## src/rtl/program_loader.sv

```systemverilog
`default_nettype none
// ============================================================================
// Module  : program_loader
// Brief   : Packs a length-prefixed byte stream into 32-bit words and writes
//           them to program memory while holding the core in reset.
// Revision: 1.0
// ============================================================================
module program_loader #(
  parameter int          MEMORY_DEPTH = 32,
  parameter logic [31:0] BASE_ADDR    = 32'h0040_0000
) (
  input  logic        clk,
  input  logic        reset,
  input  logic        Start,
  input  logic [7:0]  ByteIn,
  input  logic        ByteValid,
  output logic        ByteReady,
  output logic        MemWrite,
  output logic [31:0] WriteAddress,
  output logic [31:0] WriteData,
  output logic        CPUHold,
  output logic        Busy,
  output logic        Done,
  output logic        Error
);

  localparam logic [16:0] MAX_LEN = 17'(MEMORY_DEPTH);

  typedef enum logic [2:0] {
    S_IDLE    = 3'd0,
    S_LEN_LO  = 3'd1,
    S_LEN_HI  = 3'd2,
    S_COLLECT = 3'd3,
    S_WRITE   = 3'd4,
    S_DONE    = 3'd5,
    S_ERROR   = 3'd6
  } state_t;

  state_t      state_q, state_d;
  logic [15:0] len_q, len_d;
  logic [15:0] word_idx_q, word_idx_d;
  logic [1:0]  byte_idx_q, byte_idx_d;
  logic [31:0] word_q, word_d;
  logic        cpu_hold_q, cpu_hold_d;
  logic        busy_q, busy_d;
  logic        done_q, done_d;
  logic        error_q, error_d;

  logic        xfer;
  logic [15:0] len_full;

  assign ByteReady = (state_q == S_LEN_LO) || (state_q == S_LEN_HI) ||
                     (state_q == S_COLLECT);
  assign MemWrite  = (state_q == S_WRITE);
  assign xfer      = ByteValid & ByteReady;
  assign len_full  = {ByteIn, len_q[7:0]};

  // Address/data are forced to zero outside the write strobe so idle outputs stay quiet.
  assign WriteAddress = MemWrite ? (BASE_ADDR + {14'd0, word_idx_q, 2'b00}) : 32'd0;
  assign WriteData    = MemWrite ? word_q : 32'd0;
  assign CPUHold      = cpu_hold_q;
  assign Busy         = busy_q;
  assign Done         = done_q;
  assign Error        = error_q;

  always_comb begin
    state_d    = state_q;
    len_d      = len_q;
    word_idx_d = word_idx_q;
    byte_idx_d = byte_idx_q;
    word_d     = word_q;
    cpu_hold_d = cpu_hold_q;
    busy_d     = busy_q;
    done_d     = done_q;
    error_d    = error_q;

    case (state_q)
      S_IDLE, S_DONE, S_ERROR: begin
        if (Start) begin
          state_d    = S_LEN_LO;
          cpu_hold_d = 1'b1;
          busy_d     = 1'b1;
          done_d     = 1'b0;
          error_d    = 1'b0;
          word_idx_d = 16'd0;
        end
      end
      S_LEN_LO: begin
        if (xfer) begin
          len_d[7:0] = ByteIn;
          state_d    = S_LEN_HI;
        end
      end
      S_LEN_HI: begin
        if (xfer) begin
          len_d[15:8] = ByteIn;
          if (len_full == 16'd0) begin
            state_d    = S_DONE;
            cpu_hold_d = 1'b0;
            busy_d     = 1'b0;
            done_d     = 1'b1;
          end else if ({1'b0, len_full} > MAX_LEN) begin
            state_d = S_ERROR;
            busy_d  = 1'b0;
            error_d = 1'b1;
          end else begin
            state_d    = S_COLLECT;
            byte_idx_d = 2'd0;
          end
        end
      end
      S_COLLECT: begin
        if (xfer) begin
          word_d[{byte_idx_q, 3'b000} +: 8] = ByteIn;
          byte_idx_d = byte_idx_q + 2'd1;
          if (byte_idx_q == 2'd3) state_d = S_WRITE;
        end
      end
      S_WRITE: begin
        if (word_idx_q == len_q - 16'd1) begin
          state_d    = S_DONE;
          cpu_hold_d = 1'b0;
          busy_d     = 1'b0;
          done_d     = 1'b1;
        end else begin
          word_idx_d = word_idx_q + 16'd1;
          state_d    = S_COLLECT;
        end
      end
      default: state_d = S_IDLE;
    endcase
  end

  always_ff @(posedge clk) begin
    if (reset) begin
      state_q    <= S_IDLE;
      len_q      <= 16'd0;
      word_idx_q <= 16'd0;
      byte_idx_q <= 2'd0;
      word_q     <= 32'd0;
      cpu_hold_q <= 1'b0;
      busy_q     <= 1'b0;
      done_q     <= 1'b0;
      error_q    <= 1'b0;
    end else begin
      state_q    <= state_d;
      len_q      <= len_d;
      word_idx_q <= word_idx_d;
      byte_idx_q <= byte_idx_d;
      word_q     <= word_d;
      cpu_hold_q <= cpu_hold_d;
      busy_q     <= busy_d;
      done_q     <= done_d;
      error_q    <= error_d;
    end
  end

endmodule
`default_nettype wire
```

## config.mk

```make
export PLATFORM = sky130hd
export DESIGN_NAME = program_loader
export DESIGN_NICKNAME = d
export VERILOG_FILES = /design/src/rtl/program_loader.sv
export SDC_FILE = /design/constraint.sdc
export NUM_CORES = 1
export LEC_CHECK = 0
export CORE_MARGIN = 2
export CORE_UTILIZATION = 25
export DETAILED_ROUTE_END_ITERATION = 16
export REMOVE_ABC_BUFFERS = 1
export SLEW_MARGIN = 30
export SYNTH_ARGS = -nofsm -noshare
export SYNTH_HDL_FRONTEND = slang
export SYNTH_SLANG_ARGS = --single-unit
```

## constraint.sdc

```tcl
create_clock -name clk -period 3 [get_ports clk]
set_clock_uncertainty 0.15 [all_clocks]
set_input_delay 0.3 -clock clk [delete_from_list [all_inputs] [get_ports clk]]
set_output_delay 0.3 -clock clk [all_outputs]
set_load 0.02 [all_outputs]
```

==> run metrics <==
largest area contributor in the netlist dfxtp_1; Placed Instances 836; r2r startpoint len_q[0]$_SDFFE_PP0P_; min cycle time layout 2765 ps; grt ovf 0; EDFF count, synth 0; crit path max fanout 32; RSZ-0062 raised after global routing false; sequential-to-total area share from yosys stat 33.73%; routed len/inst 14.47 um; Boundary Pins 82; Async S/R FF share, synth 0%; Post-DP HPWL 8.564 mm; Unique masters post-synth 65; layout cell share with drive strength beyond 1 13.38%; CP peak stage delay 620 ps; Comb pwr share 34.8%; initial core utilization 25.31%; Filler cells 1849; outcome finished, final reports clean; Lkg Pwr 2.067 nW; Top Family by Delay on Critical Path buffers and inverters; CTS tree yes; average cell area after synthesis 7.765 sq um; Crit path required time 2550 ps; R2R Path End word_idx_q[3]$_SDFFE_PP0P_; Clock power frac 31.2%; total CTS buffers 9; Hold Buf Count CTS 0; largest net degree at the start of global routing 36; vias per inst 4.790; # DRC 0; Total Routing Usage GR 13.68%; vias 4086; Hold Crit Class input port to register; P_sw 0.001288 W; startpoint types register; post-detailed-route count of antenna-violating nets 0; Max-Cap Viols 0; Final setup violation count 0; worst reg2reg path depth 12; hold_ws 285.2 ps; Cells after Synth 558; endpoints failing hold 0; core area 0.01712 sq mm; multi-input logic area 0.002582 sq mm; clock sink count 73; CTS Buffer Depth 2; Chip Height 135.7 um; Synth Warn # 0; Stages on worst setup path 4; CTS H-Tree Depth 3; WP buf/inv 2; Buffers on Ports 66; initial detailed-routing violation count 210; # diodes 0; R2R Setup Slk 280 ps; clk slew on worst S/H paths 60 ps; die width 135.7 um; worst setup path endpoint WriteData[13]; commonest register cell after synthesis dfxtp_1; vias in the first global route 3757; final wirelength 12.34 mm; worst-skew pair later-pin latency 340 ps; Slew Limit Fails 0; Arr. time, crit path 2320 ps; antenna violations before repair 0; kind of end point of the critical path output port; Root Buffer clkbuf_16; Worst path slowest cell clkdlybuf4s50_1; worst setup slack after layout 234.8 ps; Internal Pwr Total 0.002139 W; slew at the pin closest to its max-slew limit 796.9 ps; Final nets 644; Synth top area share 33.73%; sequential share of power 33.9%; # rows 48; CP Cell Sequence nor2_2, buf_4, and3_1, clkdlybuf4s50_1; synth top area cells dfxtp_1, and3_1, a21oi_1; sequential cell area 0.001463 sq mm; Max Freq 0.3616 GHz; Critical Path Source state_q[1]$_SDFFE_PP0P_; #FFs+latches synth 73; synth-to-layout area growth 26.97%; fin cells 853; setup slack at placement 145.2 ps; die area 0.01840 sq mm; Final Cycle Share 92.17%; first-pass GRT wire length 19.93 mm; routability cong. 0.7929; CP Class register to output port; worst vdd ir 0.2960 mV; Mapped Area 0.004333 sq mm; Sw Ratio 37.59%; tightest slew margin relative to the limit 46.47%; Pre-antenna DRT Iters 5; pwr dens 623.0 mW/mm^2
-- cells in the mapped netlist, types with 3 or more instances --
cell,instances
nand2_1,82
inv_1,11
a21oi_2,8
o21ai_2,8
buf_4,18
xor2_1,14
nor2_1,30
clkbuf_1,25
nor3_1,12
nor3b_1,4
nand3_1,42
o21ai_0,13
o31ai_1,4
dfxtp_1,73
or3_2,12
nor2b_1,3
ha_1,8
a21oi_1,62
nand4_1,6
nor4_1,3
and3_1,51
nand2b_1,3
buf_2,3
and2_1,5
xnor2_1,11
-- stage by stage --
| step | util, % | power [W] | TNS (ps) | instance area (sq um) |
|---|---|---|---|---|
| 6_report | 32.14 | 0.003428 | 0 | 5502 |
| 3_5_place_dp | 30.31 | 0.002353 | 0 | 5187 |
| 3_3_place_gp | 30.31 | 0.002341 | 0 | 5187 |
| 4_1_cts | 31.98 | 0.003421 | 0 | 5474 |
| 2_1_floorplan | - | 0.001905 | -5765 | 4074 |
| 5_1_grt | 32.14 | 0.003635 | 0 | 5502 |
-- kinds of logic (layout without fill, tap and decap cells) --
group / Yosys count / in the layout / share of synthesized area [%]
simple gates: 269 / 269 / 32.60
compound gates: 119 / 119 / 17.47
xor+xnor: 26 / 26 / 5.429
flops: 73 / 73 / 33.73
other cells: 1 / 15 / 0.08655
buf+inv: 61 / 117 / 8.143
mux: 1 / 1 / 0.2310
fa+ha+maj: 8 / 8 / 2.310
-- layout make-up --
| type | count | share of cell area [%] |
|---|---|---|
| Clock buffer | 10 | 4.162 |
| Clock inverter | 5 | 1.046 |
| Inverter | 11 | 0.7505 |
| Multi-Input combinational cell | 438 | 46.94 |
| Sequential cell | 73 | 26.59 |
| Tap cell | 225 | 5.117 |
| Timing Repair Buffer | 91 | 15.40 |
-- worst register-to-register path: stages, from the launching register on --
cell and delay, ps:
dfxtp_1 350, inv_1 70, ha_1 210, nor4b_4 310, buf_4 180, nand2b_1 110
nand2_1 120, nand3b_1 100, o2111ai_2 190, o31ai_4 90, buf_4 190, or3_2 450
a21oi_1 140
-- sequential cells by signal, indices dropped and copies added (netlist names) --
name and flops:
word_q 32, len_q 16, word_idx_q 16, state_q 3, byte_idx_q 2, Busy 1
CPUHold 1, Done 1, Error 1
-- layer usage --
layer	routed length (um)	up-vias	track usage, %
li1	-	2062	-
met1	6095	1870	19.59
met2	5264	130	20.09
met3	719	24	2.806
met4	260	0	5.093
met5	0	-	0
-- power groups by stage --
stage	combinational, W	clock [W]	sequential [W]
6_report	0.00119	0.00107	0.00116
5_1_grt	0.00133	0.00112	0.00118
4_1_cts	0.00117	0.00109	0.00116
3_5_place_dp	0.00117	0	0.00118
3_3_place_gp	0.00116	0	0.00118
2_1_floorplan	0.000730	0	0.00117
-- cell usage in the layout (no fill, tap or decap), drive strengths merged, types with 10 or more instances in the layout --
master | synthesis | layout
nand2 | 82 | 82
dfxtp | 73 | 73
a21oi | 70 | 70
clkdlybuf4s50 | 0 | 65
and3 | 51 | 51
nand3 | 42 | 42
nor2 | 31 | 31
buf | 24 | 26
o21ai | 22 | 22
conb | 1 | 15
xor2 | 15 | 15
nor3 | 15 | 15
or3 | 12 | 12
inv | 11 | 11
xnor2 | 11 | 11
clkbuf | 25 | 10
-- worst min-delay path by stage --
stage / slack (ps) / startpoint / to / cells after the start
2_1_floorplan: 220 / reset / Busy$_SDFFE_PP0P_ / 1
3_3_place_gp: 290 / word_q[13]$_SDFFE_PP0P_ / word_q[13]$_SDFFE_PP0P_ / 2
3_5_place_dp: 290 / word_q[18]$_SDFFE_PP0P_ / word_q[18]$_SDFFE_PP0P_ / 2
4_1_cts: 280 / reset / word_q[7]$_SDFFE_PP0P_ / 2
5_1_grt: 310 / word_q[11]$_SDFFE_PP0P_ / word_q[11]$_SDFFE_PP0P_ / 2
6_report: 290 / reset / word_q[16]$_SDFFE_PP0P_ / 2
-- timing repair --
| item | in CTS | in global routing |
|---|---|---|
| buffers inserted | 0 | 2 |
| setup endpoints to repair | 0 | 21 |
| gates resized for setup | 0 | 2 |
Power figures use the tool's default switching activity.
